[src/rtl/conv_output_drain_unit_if.sv]
// Read-port and result-stream bundle for conv_output_drain_unit.
// master: the drain unit (drives rd_address and the out_* stream).
// slave:  the RAM plus downstream consumer.
interface conv_output_drain_unit_if #(
  parameter int unsigned DATA_BITS                  = 16,
  parameter int unsigned OUTPUT_BUFFER_ADDRESS_BITS = 7,
  parameter int unsigned KERNEL_INDEX_BITS          = 2
);
  logic [OUTPUT_BUFFER_ADDRESS_BITS-1:0] rd_address;
  logic [DATA_BITS-1:0]                  rd_data;
  logic [DATA_BITS-1:0]                  out_data;
  logic [KERNEL_INDEX_BITS-1:0]          out_kernel;
  logic                                  out_last;
  logic                                  out_valid;
  logic                                  out_ready;

  modport master (
    output rd_address,
    input  rd_data,
    output out_data,
    output out_kernel,
    output out_last,
    output out_valid,
    input  out_ready
  );

  modport slave (
    input  rd_address,
    output rd_data,
    input  out_data,
    input  out_kernel,
    input  out_last,
    input  out_valid,
    output out_ready
  );
endinterface

[src/rtl/conv_output_drain_unit.sv]
// conv_output_drain_unit: drains the Conv1D output buffer in kernel-major order
// and streams each word with its kernel index and a last flag.
// A read is committed at the edge where the synchronous RAM samples rd_address,
// and only when the 2-entry skid FIFO (head + skid) can take its data; otherwise
// the address is simply re-presented. This keeps full rate with ready held high.
// Optional feature: define CONV_DRAIN_RELU_EN to clamp negative words to zero.
module conv_output_drain_unit #(
  parameter int unsigned KERNELS                    = 4,
  parameter int unsigned OUTPUTS_PER_KERNEL         = 25,
  parameter int unsigned DATA_BITS                  = 16,
  parameter int unsigned OUTPUT_BUFFER_ADDRESS_BITS = 7,
  parameter int unsigned KERNEL_INDEX_BITS          = 2
) (
  input  logic                            clk,
  input  logic                            rst_n,
  input  logic                            start,
  conv_output_drain_unit_if.master        bus,
  output logic                            busy,
  output logic                            done
);
  localparam int unsigned AW        = OUTPUT_BUFFER_ADDRESS_BITS;
  localparam int unsigned KW        = KERNEL_INDEX_BITS;
  localparam int unsigned PW        = (OUTPUTS_PER_KERNEL > 1) ? $clog2(OUTPUTS_PER_KERNEL) : 1;
  localparam int unsigned LAST_ADDR = KERNELS * OUTPUTS_PER_KERNEL - 1;

  typedef enum logic [1:0] {IDLE, READ, FLUSH} state_t;

  state_t                 state_q, state_d;
  logic [AW-1:0]          rd_address_q;
  logic [PW-1:0]          pos_q;
  logic [KW-1:0]          kern_q;
  logic                   cap_valid_q, cap_last_q;
  logic [KW-1:0]          cap_kernel_q;
  logic                   out_valid_q, out_last_q;
  logic [DATA_BITS-1:0]   out_data_q;
  logic [KW-1:0]          out_kernel_q;
  logic                   skid_valid_q, skid_last_q;
  logic [DATA_BITS-1:0]   skid_data_q;
  logic [KW-1:0]          skid_kernel_q;
  logic                   busy_q, done_q;

  logic                   pop_c, commit_c, finish_c, addr_last_c;
  logic [1:0]             load_c;
  logic [DATA_BITS-1:0]   cap_data_c;

  assign pop_c       = out_valid_q & bus.out_ready;
  // Slots taken after this edge: FIFO entries plus the word landing from RAM, minus a pop.
  assign load_c      = 2'(out_valid_q) + 2'(skid_valid_q) + 2'(cap_valid_q) - 2'(pop_c);
  assign addr_last_c = (rd_address_q == AW'(LAST_ADDR));

`ifdef CONV_DRAIN_RELU_EN
  assign cap_data_c = bus.rd_data[DATA_BITS-1] ? '0 : bus.rd_data;
`else
  assign cap_data_c = bus.rd_data;
`endif

  // State register.
  always_ff @(posedge clk or negedge rst_n) begin
    if (!rst_n) state_q <= IDLE;
    else        state_q <= state_d;
  end

  // Next-state and read-commit decision.
  always_comb begin
    state_d  = state_q;
    commit_c = 1'b0;
    finish_c = 1'b0;
    case (state_q)
      IDLE:  if (start) state_d = READ;
      READ: begin
        commit_c = (load_c < 2'd2);
        if (commit_c && addr_last_c) state_d = FLUSH;
      end
      FLUSH: begin
        if (pop_c && out_last_q) begin
          finish_c = 1'b1;
          state_d  = IDLE;
        end
      end
      default: state_d = IDLE;
    endcase
  end

  // Address / kernel counters and the in-flight read tag.
  always_ff @(posedge clk or negedge rst_n) begin
    if (!rst_n) begin
      rd_address_q <= '0;
      pos_q        <= '0;
      kern_q       <= '0;
      cap_valid_q  <= 1'b0;
      cap_kernel_q <= '0;
      cap_last_q   <= 1'b0;
    end else begin
      cap_valid_q <= commit_c;
      if (commit_c) begin
        cap_kernel_q <= kern_q;
        cap_last_q   <= addr_last_c;
      end
      if (state_q == IDLE && start) begin
        rd_address_q <= '0;
        pos_q        <= '0;
        kern_q       <= '0;
      end else if (commit_c && !addr_last_c) begin
        rd_address_q <= rd_address_q + AW'(1);
        if (pos_q == PW'(OUTPUTS_PER_KERNEL - 1)) begin
          pos_q  <= '0;
          kern_q <= kern_q + KW'(1);
        end else begin
          pos_q <= pos_q + PW'(1);
        end
      end
    end
  end

  // Skid FIFO: head register drives out_*, skid holds the overflow word.
  always_ff @(posedge clk or negedge rst_n) begin
    if (!rst_n) begin
      out_valid_q   <= 1'b0;
      out_data_q    <= '0;
      out_kernel_q  <= '0;
      out_last_q    <= 1'b0;
      skid_valid_q  <= 1'b0;
      skid_data_q   <= '0;
      skid_kernel_q <= '0;
      skid_last_q   <= 1'b0;
    end else if (!out_valid_q || pop_c) begin
      if (skid_valid_q) begin
        out_valid_q  <= 1'b1;
        out_data_q   <= skid_data_q;
        out_kernel_q <= skid_kernel_q;
        out_last_q   <= skid_last_q;
        skid_valid_q <= cap_valid_q;
        if (cap_valid_q) begin
          skid_data_q   <= cap_data_c;
          skid_kernel_q <= cap_kernel_q;
          skid_last_q   <= cap_last_q;
        end
      end else begin
        out_valid_q <= cap_valid_q;
        if (cap_valid_q) begin
          out_data_q   <= cap_data_c;
          out_kernel_q <= cap_kernel_q;
          out_last_q   <= cap_last_q;
        end
      end
    end else if (cap_valid_q) begin
      skid_valid_q  <= 1'b1;
      skid_data_q   <= cap_data_c;
      skid_kernel_q <= cap_kernel_q;
      skid_last_q   <= cap_last_q;
    end
  end

  // Status: busy tracks the FSM, done pulses once the final word is taken.
  always_ff @(posedge clk or negedge rst_n) begin
    if (!rst_n) begin
      busy_q <= 1'b0;
      done_q <= 1'b0;
    end else begin
      busy_q <= (state_d != IDLE);
      done_q <= finish_c;
    end
  end

  assign bus.rd_address = rd_address_q;
  assign bus.out_data   = out_data_q;
  assign bus.out_kernel = out_kernel_q;
  assign bus.out_last   = out_last_q;
  assign bus.out_valid  = out_valid_q;
  assign busy           = busy_q;
  assign done           = done_q;
endmodule

[src/flat_wrapper.sv]
// flat-port wrapper written by rule: the top's interface ports become plain ports
module conv_output_drain_unit_flat 
#(
  parameter int unsigned KERNELS                    = 4,
  parameter int unsigned OUTPUTS_PER_KERNEL         = 25,
  parameter int unsigned DATA_BITS                  = 16,
  parameter int unsigned OUTPUT_BUFFER_ADDRESS_BITS = 7,
  parameter int unsigned KERNEL_INDEX_BITS          = 2
)
  (clk, rst_n, start, busy, done, bus_rd_address, bus_rd_data, bus_out_data, bus_out_kernel, bus_out_last, bus_out_valid, bus_out_ready);
  conv_output_drain_unit_if #(.DATA_BITS(DATA_BITS), .OUTPUT_BUFFER_ADDRESS_BITS(OUTPUT_BUFFER_ADDRESS_BITS), .KERNEL_INDEX_BITS(KERNEL_INDEX_BITS)) bus_i ();
  input  logic clk;
  input  logic rst_n;
  input  logic start;
  output logic busy;
  output logic done;
  output wire logic [$bits(bus_i.rd_address)-1:0] bus_rd_address;
  input wire logic [$bits(bus_i.rd_data)-1:0] bus_rd_data;
  output wire logic [$bits(bus_i.out_data)-1:0] bus_out_data;
  output wire logic [$bits(bus_i.out_kernel)-1:0] bus_out_kernel;
  output wire logic [$bits(bus_i.out_last)-1:0] bus_out_last;
  output wire logic [$bits(bus_i.out_valid)-1:0] bus_out_valid;
  input wire logic [$bits(bus_i.out_ready)-1:0] bus_out_ready;
  assign bus_rd_address = bus_i.rd_address;
  assign bus_i.rd_data = bus_rd_data;
  assign bus_out_data = bus_i.out_data;
  assign bus_out_kernel = bus_i.out_kernel;
  assign bus_out_last = bus_i.out_last;
  assign bus_out_valid = bus_i.out_valid;
  assign bus_i.out_ready = bus_out_ready;
  conv_output_drain_unit #(.KERNELS(KERNELS), .OUTPUTS_PER_KERNEL(OUTPUTS_PER_KERNEL), .DATA_BITS(DATA_BITS), .OUTPUT_BUFFER_ADDRESS_BITS(OUTPUT_BUFFER_ADDRESS_BITS), .KERNEL_INDEX_BITS(KERNEL_INDEX_BITS)) u_core (.clk(clk), .rst_n(rst_n), .start(start), .bus(bus_i), .busy(busy), .done(done));
endmodule
[config.mk]
export PLATFORM = sky130hd
export DESIGN_NAME = conv_output_drain_unit_flat
export DESIGN_NICKNAME = d
export VERILOG_FILES = /design/src/rtl/conv_output_drain_unit_if.sv /design/src/rtl/conv_output_drain_unit.sv /design/src/flat_wrapper.sv
export SDC_FILE = /design/constraint.sdc
export NUM_CORES = 1
export LEC_CHECK = 0
export ABC_AREA = 1
export BUFFER_PORTS_ARGS = -buffer_cell sky130_fd_sc_hd__buf_2
export CAP_MARGIN = 20
export CELL_PAD_IN_SITES_DETAIL_PLACEMENT = 1
export CELL_PAD_IN_SITES_GLOBAL_PLACEMENT = 1
export CORE_ASPECT_RATIO = 0.8
export CORE_MARGIN = 8
export CORE_UTILIZATION = 25
export DETAILED_ROUTE_END_ITERATION = 7
export PLACE_DENSITY_LB_ADDON = 0.1
export SLEW_MARGIN = 20
export SYNTH_ARGS = -nofsm -noshare
export SYNTH_HDL_FRONTEND = slang
export SYNTH_SLANG_ARGS = --single-unit
[constraint.sdc]
create_clock -name clk -period 2.4 [get_ports clk]
set_clock_uncertainty 0.1 [all_clocks]
set_input_delay 0.36 -clock clk [delete_from_list [all_inputs] [get_ports clk]]
set_output_delay 0.36 -clock clk [all_outputs]
set_load 0.05 [all_outputs]
=== Yosys cells after proc, flatten, opt, wreduce, memory -nomap -nowiden ===
Cells that the tools add are included.
W data, S select, Z words.

* Register bits after elaboration: 62
* Input bits: 20
* Output and inout port bits: 29
* Word-level logic and storage cells: 79

* $add $sub $neg: 6
* Order comparisons: 1
* Equal/unequal tests: 5
* Mux-type cells: 34
* Bitwise operators: 1
* Reductions and logical operators: 15

{| class="wikitable"
|+ Operator list
! operator !! number
|-
| $mux W16 || 5
|-
| $mux W2 || 11
|-
| $mux W5 || 3
|-
| $mux W7 || 2
|-
| $mux W1 || 12
|-
| $reduce_bool A2 Y1 || 5
|-
| $add A7 B1 Y7 const B || 1
|-
| $eq A7 B7 Y1 const B || 1
|-
| $pmux W2 S3 || 1
|-
| $add A5 B1 Y5 const B || 1
|-
| $eq A5 B5 Y1 const B || 1
|-
| $logic_and A1 B1 Y1 || 4
|-
| $reduce_and A2 Y1 || 2
|-
| $add A1 B1 Y2 || 1
|-
| $add A2 B1 Y2 || 1
|-
| $add A2 B1 Y2 const B || 1
|-
| $eq A2 B1 Y1 const B || 1
|-
| $eq A2 B2 Y1 const B || 1
|-
| $logic_not A1 Y1 || 2
|-
| $logic_not A2 Y1 || 1
|-
| $lt A2 B2 Y1 const B || 1
|-
| $ne A2 B1 Y1 const B || 1
|-
| $sub A2 B1 Y2 || 1
|-
| $and A1 B1 Y1 || 1
|-
| $logic_or A1 B1 Y1 || 1
|}

=== Longest topological paths before layout ===
Gate-level depths: netlist of run 1.

* Depth after elaboration: 8
* Gate-level depth with buffers: 14

=== Worst setup path after synthesis of run 1 ===
No wires, ideal clock.

* Kind: register to register
* Start: register u_core.out_valid_q (netlist: u_core.bus.out_valid)
* End: register u_core.kern_q[0]
* Library setup time: 0.066 ns
* Data arrival time: 2.029 ns
* Data required time: 2.234 ns
* Slack: 0.205 ns
* Stages on the path, launching flop included: 14
* Buffers on the path: 1
* Clock period less this slack: 2.195 ns
* Cells stage by stage: dfrtp_1 -> nand2_1 -> inv_1 -> ha_1 -> inv_1 -> ha_1 -> nand2_1 -> nand3_1 -> nand2_2 -> nand3_4 -> nand2_4 -> buf_8 -> nand3_1 -> nand2_1

* Longest elaborated chain between the ends: 8
* Elaborated cells between the ends (all ways): 9
* Classes of those cells: add/sub (3); order compare (1); mux (1); bitwise (1); reduce/logical (3)

{| class="wikitable"
|+ Ends and longest elaborated chain
! item !! line !! RTL
|-
| start, declared || conv_output_drain_unit.sv:34 || <nowiki>logic out_valid_q, out_last_q;</nowiki>
|-
| start signal, assigned || conv_output_drain_unit.sv:139 || <nowiki>out_valid_q <= cap_valid_q;</nowiki>
|-
| $add A1 B1 Y2 || conv_output_drain_unit.sv:48 || <nowiki>assign load_c = 2'(out_valid_q) + 2'(skid_valid_q) + 2'(cap_valid_q) - 2'(pop_c);</nowiki>
|-
| $add A2 B1 Y2 || conv_output_drain_unit.sv:48 ||
|-
| $sub A2 B1 Y2 (*) || conv_output_drain_unit.sv:48 ||
|-
| $lt A2 B2 Y1 (*) || conv_output_drain_unit.sv:71 || <nowiki>commit_c = (load_c < 2'd2);</nowiki>
|-
| $mux W1 (*) || conv_output_drain_unit.sv:68 || <nowiki>case (state_q)</nowiki>
|-
| $logic_and A1 B1 Y1 (*) || conv_output_drain_unit.sv:103 || <nowiki>end else if (commit_c && !addr_last_c) begin</nowiki>
|-
| $reduce_bool A2 Y1 (no source line) (*) || - ||
|-
| $reduce_and A2 Y1 (no source line) (*) || - ||
|-
| end signal, assigned || conv_output_drain_unit.sv:107 || <nowiki>kern_q <= kern_q + KW'(1);</nowiki>
|-
| end, declared || conv_output_drain_unit.sv:31 || <nowiki>logic [KW-1:0] kern_q;</nowiki>
|}

Mark *: on every way between the ends. The rest lies on a longest branch, timed or not.
A chain may end at the register's enable or synchronous reset.

=== Worst setup path after layout of run 1 ===
* Start: register u_core.out_valid_q (netlist: u_core.bus.out_valid)
* End: register u_core.pos_q[2]

* Longest elaborated chain between the ends: 7
* Elaborated cells between the ends (all ways): 8
* Classes of those cells: add/sub (3); order compare (1); mux (1); bitwise (1); reduce/logical (2)

{| class="wikitable"
|+ Ends and longest elaborated chain
! item !! line !! RTL
|-
| $add A1 B1 Y2 || conv_output_drain_unit.sv:48 ||
|-
| $add A2 B1 Y2 || conv_output_drain_unit.sv:48 ||
|-
| $sub A2 B1 Y2 (*) || conv_output_drain_unit.sv:48 ||
|-
| $lt A2 B2 Y1 (*) || conv_output_drain_unit.sv:71 ||
|-
| $mux W1 (*) || conv_output_drain_unit.sv:68 ||
|-
| $logic_and A1 B1 Y1 (*) || conv_output_drain_unit.sv:103 ||
|-
| $reduce_bool A2 Y1 (no source line) (*) || - ||
|-
| end signal, assigned || conv_output_drain_unit.sv:109 || <nowiki>pos_q <= pos_q + PW'(1);</nowiki>
|-
| end, declared || conv_output_drain_unit.sv:30 || <nowiki>logic [PW-1:0] pos_q;</nowiki>
|}

Marks and branches as above.

==> results of run 1 <==
[where the power goes]
part           total [mW]  switching (mW)  internal [mW]
Sequential           1.79           0.291           1.50
Combinational        2.61            1.91          0.705
Clock                1.19           0.447          0.742
[what timing repair did]
action / in CTS / in global routing
gates resized for setup: 0 / 1
endpoints found under the hold margin: 62 / 0
endpoints found under the setup margin: 0 / 1
hold buffers: 1 / 0
[routing by layer]
layer  part of all wire [%]  wire (um)  GRT usage (%)
met5                      0          0              0
met4                    1.2         89           3.68
met3                    5.2        378           3.99
met2                     44       3210           15.0
met1                     49       3580           13.7
[through the flow]
step / util (%) / worst slack, ns / instance area (um2)
6_report: 31.5 / 0.245 / 3610
4_1_cts: 31.4 / 0.188 / 3600
5_1_grt: 31.5 / 0.0380 / 3610
3_3_place_gp: 28.9 / 0.223 / 3320
3_5_place_dp: 28.9 / 0.139 / 3320
2_1_floorplan: - / 0.205 / 2920
[logic make-up after synthesis]
kind of cell	count (synthesis)	share of synthesized area (%)
buffers and inverters	63	9.12
DFF	62	53.1
adders and majority gates	5	2.14
xor gates and xnor gates	4	1.20
AOI/OAI and AO/OA	54	11.0
and+or+nand+nor	164	23.5
[registers in the layout, indices dropped and copies added (netlist names), 2 cells and up]
| register | cells |
|---|---|
| u_core.pos_q | 5 |
| u_core.bus.rd_address | 7 |
| u_core.bus.out_data | 16 |
| u_core.cap_kernel_q | 2 |
| u_core.state_q | 2 |
| u_core.kern_q | 2 |
| u_core.skid_kernel_q | 2 |
| u_core.bus.out_kernel | 2 |
| u_core.skid_data_q | 16 |
[cell usage after synthesis]
cell type / n
o21bai_1: 1
a21oi_2: 1
xor2_1: 3
nand3_2: 2
nand2_1: 97
nor2_1: 38
nand2_4: 1
o21ai_0: 24
nand3_1: 18
buf_1: 2
nand3_4: 1
buf_2: 3
a31oi_1: 18
buf_4: 4
nand2_2: 1
xnor2_1: 1
nand4_1: 2
inv_1: 49
o21ai_1: 3
o211ai_1: 1
nor3_1: 2
dfrtp_1: 62
buf_8: 1
o21ai_2: 5
a21oi_1: 1
ha_1: 5
nor2_2: 2
clkbuf_1: 4
[final cells by class]
type / instances / area [um2] / share of cell area, %
sequential: 62 / 1550 / 42.9
clock buffer: 11 / 253 / 6.99
timing repair buffer: 53 / 293 / 8.10
clock inverter: 4 / 22.5 / 0.623
tap: 148 / 185 / 5.12
multi-input combinational: 227 / 1120 / 31.1
inverter: 49 / 184 / 5.09
[layout by cell type (no fill, tap or decap), types with 2 or more instances in the layout]
cell type  synthesis  layout
xor2_1             3       3
nand3_2            2       2
nand3_1           18      18
clkinv_2           0       3
o21ai_1            3       3
dfrtp_1           62      62
nor2_2             2       2
nor2_1            38      38
o21ai_2            5       5
buf_4              4       3
a31oi_1           18      18
clkbuf_8           0       2
inv_1             49      49
nand2_1           97      97
clkbuf_16          0       9
o21ai_0           24      24
ha_1               5       5
buf_2              3      48
nor3_1             2       2
nand4_1            2       2
[worst max-delay path, stage by stage, from the launching register on]
cell,delay (ns)
dfrtp_1,0.41
nand2_1,0.10
inv_1,0.05
ha_1,0.26
inv_1,0.04
ha_1,0.26
nand2_1,0.08
nand3_1,0.09
nand2_2,0.12
nand3_4,0.15
inv_1,0.24
nand3_1,0.12
o21ai_2,0.07
[worst paths after layout]
kind	from	to
hold reg to reg	u_core.state_q[0]	u_core.done
max in group asynchronous	rst_n	u_core.done
min in group asynchronous	rst_n	u_core.bus.rd_address[1]
setup / recovery	u_core.bus.out_valid	u_core.pos_q[2]
hold / removal	bus_rd_data[14]	u_core.skid_data_q[14]
setup reg to reg	u_core.bus.out_valid	u_core.pos_q[2]
==> flow_metrics.env, run 1 <==
export IMPL_status="finished clean"
export IMPL_dieHeight_um=113
export IMPL_area_growth_pct=23.6
export IMPL_die_w_um=137
export IMPL_drive_above_1_share_pct=20.0
export IMPL_post_cts_buffers=0
export IMPL_crit_fanout=8
export IMPL_grt_usage_pct=10.4
export IMPL_cp_end_kind="register"
export IMPL_slew_headroom_pct=34.6
export IMPL_syn_inst=352
export IMPL_firstDrtPassIters=4
export IMPL_synth_top_area_share_pct=53.1
export IMPL_finalHoldViolCount=0
export IMPL_antenna_cells=0
export IMPL_ir_drop_mv=0.490
export IMPL_hold_depth=3
export IMPL_first_global_vias=2446
export IMPL_slew_violations=0
export IMPL_grt_overflow_total=0
export IMPL_antenna_found_initial=0
export IMPL_vias=2349
export IMPL_htreeDepth=3
export IMPL_dp_cells=538
export IMPL_cp_arrival_ns=2.31
export IMPL_fp_row_count=35
export IMPL_period_needed_ns=2.15
export IMPL_max_cap_violations=0
export IMPL_tns_ns=0
export IMPL_hpwl_mm=4.97
export IMPL_cts_tree="built"
export IMPL_power_density_mw_per_mm2=1550
export IMPL_drc_errors=0
export IMPL_ys_ff_latch=62
export IMPL_grt_pass1_wl_mm=12.5
export IMPL_r2r_slack_ns=0.25
export IMPL_setup_violations=0
export IMPL_tightest_slew_ns=0.978
export IMPL_ys_top_cells_by_area="dfrtp_1 53%, nand2_1 12%, inv_1 6.3%"
export IMPL_r2r_cells=12
export IMPL_hold_path_class="in2reg"
export IMPL_yosys_area_top_type="dfrtp_1"
export IMPL_antenna_left=0
export IMPL_cts_root_buf="clkbuf_16"
export IMPL_start_kind="register"
export IMPL_max_freq_mhz=464
export IMPL_final_nets=427
export IMPL_vias_per_cell=4.24
export IMPL_yosysSeqAreaShare_pct=53.1
export IMPL_fin_crit_sh_pct=89.8
export IMPL_yosysUniqueCellTypes=28
export IMPL_fin_hold_ws_ns=0.196
export IMPL_initial_core_util_pct=25.5
export IMPL_clk_latency_ns=0.33
export IMPL_finalNonFillerCells=554
export IMPL_gp_congestion=0.695
export IMPL_cp_required_ns=2.55
export IMPL_p_leak_nw=1.84
export IMPL_syn_area_per_cell_um2=8.30
export IMPL_grt_max_degree=63
export IMPL_cts_buffers=9
export IMPL_dieArea_mm2=0.0154
export IMPL_cts_buffer_depth=2
export IMPL_initialDrtViolationCount=90
export IMPL_wire_per_inst_um=13.1
export IMPL_core_mm2=0.0115
export IMPL_clock_sinks=62
export IMPL_syn_nets=377
export IMPL_wirelength_mm=7.26
export IMPL_fill_cells=1377
export IMPL_clkTransAtPathRegs_ns=0.05
export IMPL_p_total_mw=5.59
export IMPL_yosys_warnings=0
export IMPL_boundaryPins=49
export IMPL_synth_area_mm2=0.00292
export IMPL_rsz0062_at_grt="false"
export IMPL_portBuffers=48
export IMPL_worstSetupPathType="reg2reg"
No activity file was read; power rests on OpenSTA's default activity.
==> run 2, diff against run 1 <==
--- a/config.mk
+++ b/config.mk
@@ -14,7 +14,7 @@
 export CORE_MARGIN = 8
 export CORE_UTILIZATION = 25
 export DETAILED_ROUTE_END_ITERATION = 7
-export PLACE_DENSITY_LB_ADDON = 0.1
+export PLACE_DENSITY = 0.63
 export SLEW_MARGIN = 20
 export SYNTH_ARGS = -nofsm -noshare
 export SYNTH_HDL_FRONTEND = slang
==> flow_metrics.env, run 2 (synthesized netlist as in run 1, its figures left out) <==
export IMPL_tightest_slew_ns=0.414
export IMPL_tns_ns=0
export IMPL_htreeDepth=3
export IMPL_firstDrtPassIters=4
export IMPL_drive_above_1_share_pct=20.1
export IMPL_power_density_mw_per_mm2=1610
export IMPL_vias=2429
export IMPL_worstSetupPathType="reg2reg"
export IMPL_fp_row_count=35
export IMPL_antenna_cells=0
export IMPL_final_common_cell="nand2_1"
export IMPL_hp_start="bus_rd_data[10]"
export IMPL_hpwl_mm=5.17
export IMPL_antenna_left=0
export IMPL_antenna_found_initial=0
export IMPL_initial_core_util_pct=25.5
export IMPL_first_global_vias=2695
export IMPL_period_needed_ns=2.17
export IMPL_wirelength_mm=7.39
export IMPL_cp_end_kind="register"
export IMPL_cts_buffer_depth=2
export IMPL_grt_pass1_wl_mm=12.9
export IMPL_fill_cells=1362
export IMPL_place_area_mm2=0.00332
export IMPL_dieArea_mm2=0.0154
export IMPL_slew_violations=0
export IMPL_max_freq_mhz=461
export IMPL_cp_required_ns=2.55
export IMPL_grt_usage_pct=10.5
export IMPL_fin_crit_sh_pct=90.4
export IMPL_clk_latency_ns=0.33
export IMPL_hold_path_class="in2reg"
export IMPL_grt_overflow_total=0
export IMPL_slew_headroom_pct=72.2
export IMPL_cts_tree="built"
export IMPL_cp_arrival_ns=2.32
export IMPL_finalHoldViolCount=0
export IMPL_cts_root_buf="clkbuf_16"
export IMPL_rsz0062_at_grt="true"
export IMPL_clkTransAtPathRegs_ns=0.06
export IMPL_post_cts_buffers=0
export IMPL_startpoint="u_core.bus.out_valid"
export IMPL_die_w_um=137
export IMPL_max_cap_violations=0
export IMPL_crit_fanout=8
export IMPL_clock_sinks=62
export IMPL_final_nets=428
export IMPL_core_mm2=0.0115
export IMPL_grt_max_degree=52
export IMPL_r2r_start="u_core.bus.out_valid"
export IMPL_cts_buffers=9
export IMPL_setup_violations=0
export IMPL_gp_congestion=0.700
export IMPL_final_area_mm2=0.00369
export IMPL_p_leak_nw=1.87
export IMPL_fin_hold_ws_ns=0.183
export IMPL_start_kind="register"
export IMPL_utilization_pct=32.1
export IMPL_boundaryPins=49
export IMPL_dieHeight_um=113
export IMPL_ir_drop_mv=0.602
export IMPL_initialDrtViolationCount=75
export IMPL_vias_per_cell=4.37
export IMPL_drc_errors=0
export IMPL_final_cell_mix="97 x nand2_1, 62 x dfrtp_1, 49 x inv_1, 48 x buf_2, 38 x nor2_1"
export IMPL_status="finished clean"
export IMPL_wire_per_inst_um=13.3
export IMPL_area_growth_pct=26.2
export IMPL_portBuffers=48
[run 2: cell count changes in the layout (fill, tap and decap cells not counted), sizes merged]
cell,before,now
buf,52,53
bufinv,0,3
clkinv,3,1
[run 2: routing by layer]
metal / vias to the layer above / GRT usage (%) / routed length (um)
met2: 43 / 17.7 / 3520
li1: 1210 / - / -
met5: - / 0 / 0
met1: 1164 / 11.9 / 3290
met4: 0 / 4.34 / 129
met3: 12 / 3.63 / 450
[run 2: critical path, cell delays in order, from the launching register on]
cell and delay (ns):
dfrtp_1 0.41, nand2_1 0.10, inv_1 0.04, ha_1 0.26, inv_1 0.04, ha_1 0.25, nand2_1 0.06, nand2_1 0.07
nand2_1 0.07, nand2_2 0.10, nand3_4 0.15, inv_1 0.24, nand3_1 0.12, o21ai_2 0.08
[run 2: final timing paths]
path                            slack [ns]                endpoint  cells after the start
worst min register to register        0.34             u_core.done                      1
worst min-delay path                  0.18  u_core.skid_data_q[10]                      3
min in group asynchronous             0.35  u_core.bus.out_data[1]                      2
worst max-delay path                  0.23         u_core.pos_q[2]                     13
worst max register to register        0.23         u_core.pos_q[2]                     13
max in group asynchronous             1.27         u_core.pos_q[1]                      3
[run 2: final cells by class]
type | count | area (um2) | area share, %
sequential | 62 | 1550 | 42.1
multi-input combinational | 227 | 1120 | 30.3
timing repair buffer | 54 | 300 | 8.14
clock buffer | 11 | 243 | 6.58
tap | 148 | 185 | 5.02
inverter | 49 | 184 | 4.99
clock inverter | 5 | 106 | 2.88
[run 2: power by group]
part | switching, mW | leakage [nW] | internal (mW)
clock | 0.472 | 0.166 | 1.04
sequential | 0.297 | 0.760 | 1.50
combinational | 1.92 | 0.946 | 0.709
[run 2: metrics by stage]
stage | std cells | setup slack, ns | total power, mW
floorplan | 352 | 0.205 | 3.85
global route | 556 | -0.0272 | 6.45
global placement | 539 | 0.252 | 4.38
detailed placement | 539 | 0.198 | 4.49
CTS | 556 | 0.204 | 6.05
finish | 556 | 0.231 | 5.94
[run 2: timing repair]
action                                  4_1_cts  5_1_grt
endpoints found under the hold margin        11        0
hold buffers                                  1        0
endpoints found under the setup margin        0        1
gates resized for setup                       0        1
==> run 3, diff against run 2 <==
--- a/config.mk
+++ b/config.mk
@@ -7,13 +7,13 @@
 export LEC_CHECK = 0
 export ABC_AREA = 1
 export BUFFER_PORTS_ARGS = -buffer_cell sky130_fd_sc_hd__buf_2
-export CAP_MARGIN = 20
 export CELL_PAD_IN_SITES_DETAIL_PLACEMENT = 1
 export CELL_PAD_IN_SITES_GLOBAL_PLACEMENT = 1
 export CORE_ASPECT_RATIO = 0.8
 export CORE_MARGIN = 8
 export CORE_UTILIZATION = 25
 export DETAILED_ROUTE_END_ITERATION = 7
+export GPL_ROUTABILITY_DRIVEN = 0
 export PLACE_DENSITY = 0.63
 export SLEW_MARGIN = 20
 export SYNTH_ARGS = -nofsm -noshare
==> constraint.sdc (replaced) <==
create_clock -name clk -period 2.4 [get_ports clk]
set_clock_uncertainty 0.1 [all_clocks]
set_input_delay 0.24 -clock clk [delete_from_list [all_inputs] [get_ports clk]]
set_output_delay 0.24 -clock clk [all_outputs]
set_load 0.05 [all_outputs]
==> flow_metrics.env, run 3 (synthesized netlist as in run 1, its figures left out) <==
export IMPL_status="finished clean"
export IMPL_period_needed_ns=2.16
export IMPL_power_density_mw_per_mm2=1600
export IMPL_power_internal_mw=3.16
export IMPL_cts_buffers=9
export IMPL_clkTransAtPathRegs_ns=0.06
export IMPL_final_area_mm2=0.00366
export IMPL_swShare_pct=46.0
export IMPL_hpwl_mm=5.13
export IMPL_die_w_um=137
export IMPL_fill_cells=1377
export IMPL_p_leak_nw=1.87
export IMPL_portBuffers=48
export IMPL_dieArea_mm2=0.0154
export IMPL_cts_root_buf="clkbuf_16"
export IMPL_tns_ns=0
export IMPL_worstSetupPathType="reg2reg"
export IMPL_dpl_worst_slack_ns=0.220
export IMPL_start_kind="register"
export IMPL_fp_row_count=35
export IMPL_drc_errors=0
export IMPL_cts_hold_fix_buffers=1
export IMPL_grt_usage_pct=10.0
export IMPL_dieHeight_um=113
export IMPL_post_cts_buffers=0
export IMPL_timing_rr_end="u_core.kern_q[0]"
export IMPL_antenna_left=0
export IMPL_cp_required_ns=2.52
export IMPL_cp_end_kind="register"
export IMPL_max_freq_mhz=463
export IMPL_r2r_cells=13
export IMPL_grt_overflow_total=0
export IMPL_wire_per_inst_um=13.3
export IMPL_slew_headroom_pct=56.7
export IMPL_firstDrtPassIters=6
export IMPL_hp_start="bus_rd_data[10]"
export IMPL_place_area_mm2=0.00332
export IMPL_finalHoldViolCount=0
export IMPL_cts_buffer_depth=2
export IMPL_hold_path_class="in2reg"
export IMPL_p_total_mw=5.85
export IMPL_cts_tree="built"
export IMPL_clk_latency_ns=0.33
export IMPL_final_common_cell="nand2_1"
export IMPL_antenna_cells=0
export IMPL_p_switching_mw=2.69
export IMPL_max_cap_violations=0
export IMPL_finalNonFillerCells=556
export IMPL_combPwrFrac_pct=44.8
export IMPL_initialDrtViolationCount=76
export IMPL_vias=2431
export IMPL_dp_cells=539
export IMPL_clock_sinks=62
export IMPL_r2r_slack_ns=0.24
export IMPL_htreeDepth=3
export IMPL_boundaryPins=49
export IMPL_cts_resized_gates=0
export IMPL_fin_crit_sh_pct=90.1
export IMPL_first_global_vias=2566
export IMPL_ir_drop_mv=0.547
export IMPL_grt_max_degree=40
export IMPL_rsz0062_at_grt="false"
export IMPL_slew_violations=0
export IMPL_antenna_found_initial=0
export IMPL_vias_per_cell=4.37
export IMPL_core_mm2=0.0115
export IMPL_wirelength_mm=7.41
export IMPL_initial_core_util_pct=25.5
export IMPL_clockPowerShare_pct=24.6
export IMPL_final_cell_mix="97 x nand2_1, 62 x dfrtp_1, 49 x inv_1, 48 x buf_2, 38 x nor2_1"
export IMPL_power_frac_seq_pct=30.6
export IMPL_tightest_slew_ns=0.649
export IMPL_crit_fanout=14
export IMPL_setup_violations=0
export IMPL_drive_above_1_share_pct=20.3
export IMPL_hold_depth=3
export IMPL_area_growth_pct=25.3
export IMPL_worst_slack_ns=0.239
export IMPL_cp_arrival_ns=2.28
export IMPL_final_nets=428
export IMPL_hold_path_end="u_core.skid_data_q[10]"
export IMPL_r2r_start="u_core.bus.out_valid"
export IMPL_grt_pass1_wl_mm=12.4
==> run 3: changes by cell type in the layout (fill, tap and decap cells not counted), sizes merged <==
cell	change
clkinv	+1
bufinv	-1
==> run 3: final cells by class <==
| class | instances | area (um2) | share of cell area (%) |
|---|---|---|---|
| Clock buffer | 11 | 253 | 6.90 |
| Clock inverter | 5 | 81.3 | 2.22 |
| Inverter | 49 | 184 | 5.02 |
| Multi-Input combinational cell | 227 | 1110 | 30.3 |
| Sequential cell | 62 | 1550 | 42.3 |
| Tap cell | 148 | 185 | 5.05 |
| Timing Repair Buffer | 54 | 300 | 8.20 |
==> run 3: routing by layer <==
metal  routed length [um]  vias to the layer above  GRT usage, %
met3                  491                        8          3.68
met2                 3380                       47          16.0
met4                   92                        0          3.97
li1                     -                     1219             -
met5                    0                        -             0
met1                 3440                     1157          12.0
==> run 3: per-stage QoR <==
stage	hold slack (ns)	util, %
6_report	0.0806	31.9
5_1_grt	0.0816	31.9
4_1_cts	0.0719	31.9
3_5_place_dp	0.207	28.9
3_3_place_gp	0.210	28.9
2_1_floorplan	-0.156	-
==> run 3: how the worst max path moves through the flow <==
stage                         start                to  cells after the start
2_1_floorplan  u_core.bus.out_valid  u_core.kern_q[0]                     13
3_3_place_gp   u_core.bus.out_valid  u_core.kern_q[1]                     13
3_5_place_dp   u_core.bus.out_valid  u_core.kern_q[1]                     13
4_1_cts        u_core.bus.out_valid  u_core.kern_q[1]                     13
5_1_grt        u_core.bus.out_valid  u_core.kern_q[1]                     13
6_report       u_core.bus.out_valid  u_core.kern_q[0]                     13
==> run 3: power groups by stage <==
| stage | sequential, mW | clock (mW) | combinational, mW |
|---|---|---|---|
| 2_1_floorplan | 2.47 | 0 | 1.38 |
| 3_3_place_gp | 1.79 | 0 | 2.58 |
| 3_5_place_dp | 1.81 | 0 | 2.67 |
| 4_1_cts | 1.80 | 1.48 | 2.68 |
| 5_1_grt | 1.86 | 1.53 | 2.92 |
| 6_report | 1.79 | 1.44 | 2.62 |
==> run 3: worst max-delay path, cell delays in order (launching register included) <==
cell and delay, ns:
dfrtp_1 0.40, nand2_1 0.10, inv_1 0.05, ha_1 0.26, inv_1 0.04, ha_1 0.26
nand2_1 0.08, nand3_1 0.08, nand2_2 0.11, nand3_4 0.13, nand2_4 0.20, nand2_1 0.11
nand2_1 0.08, nand2_1 0.05
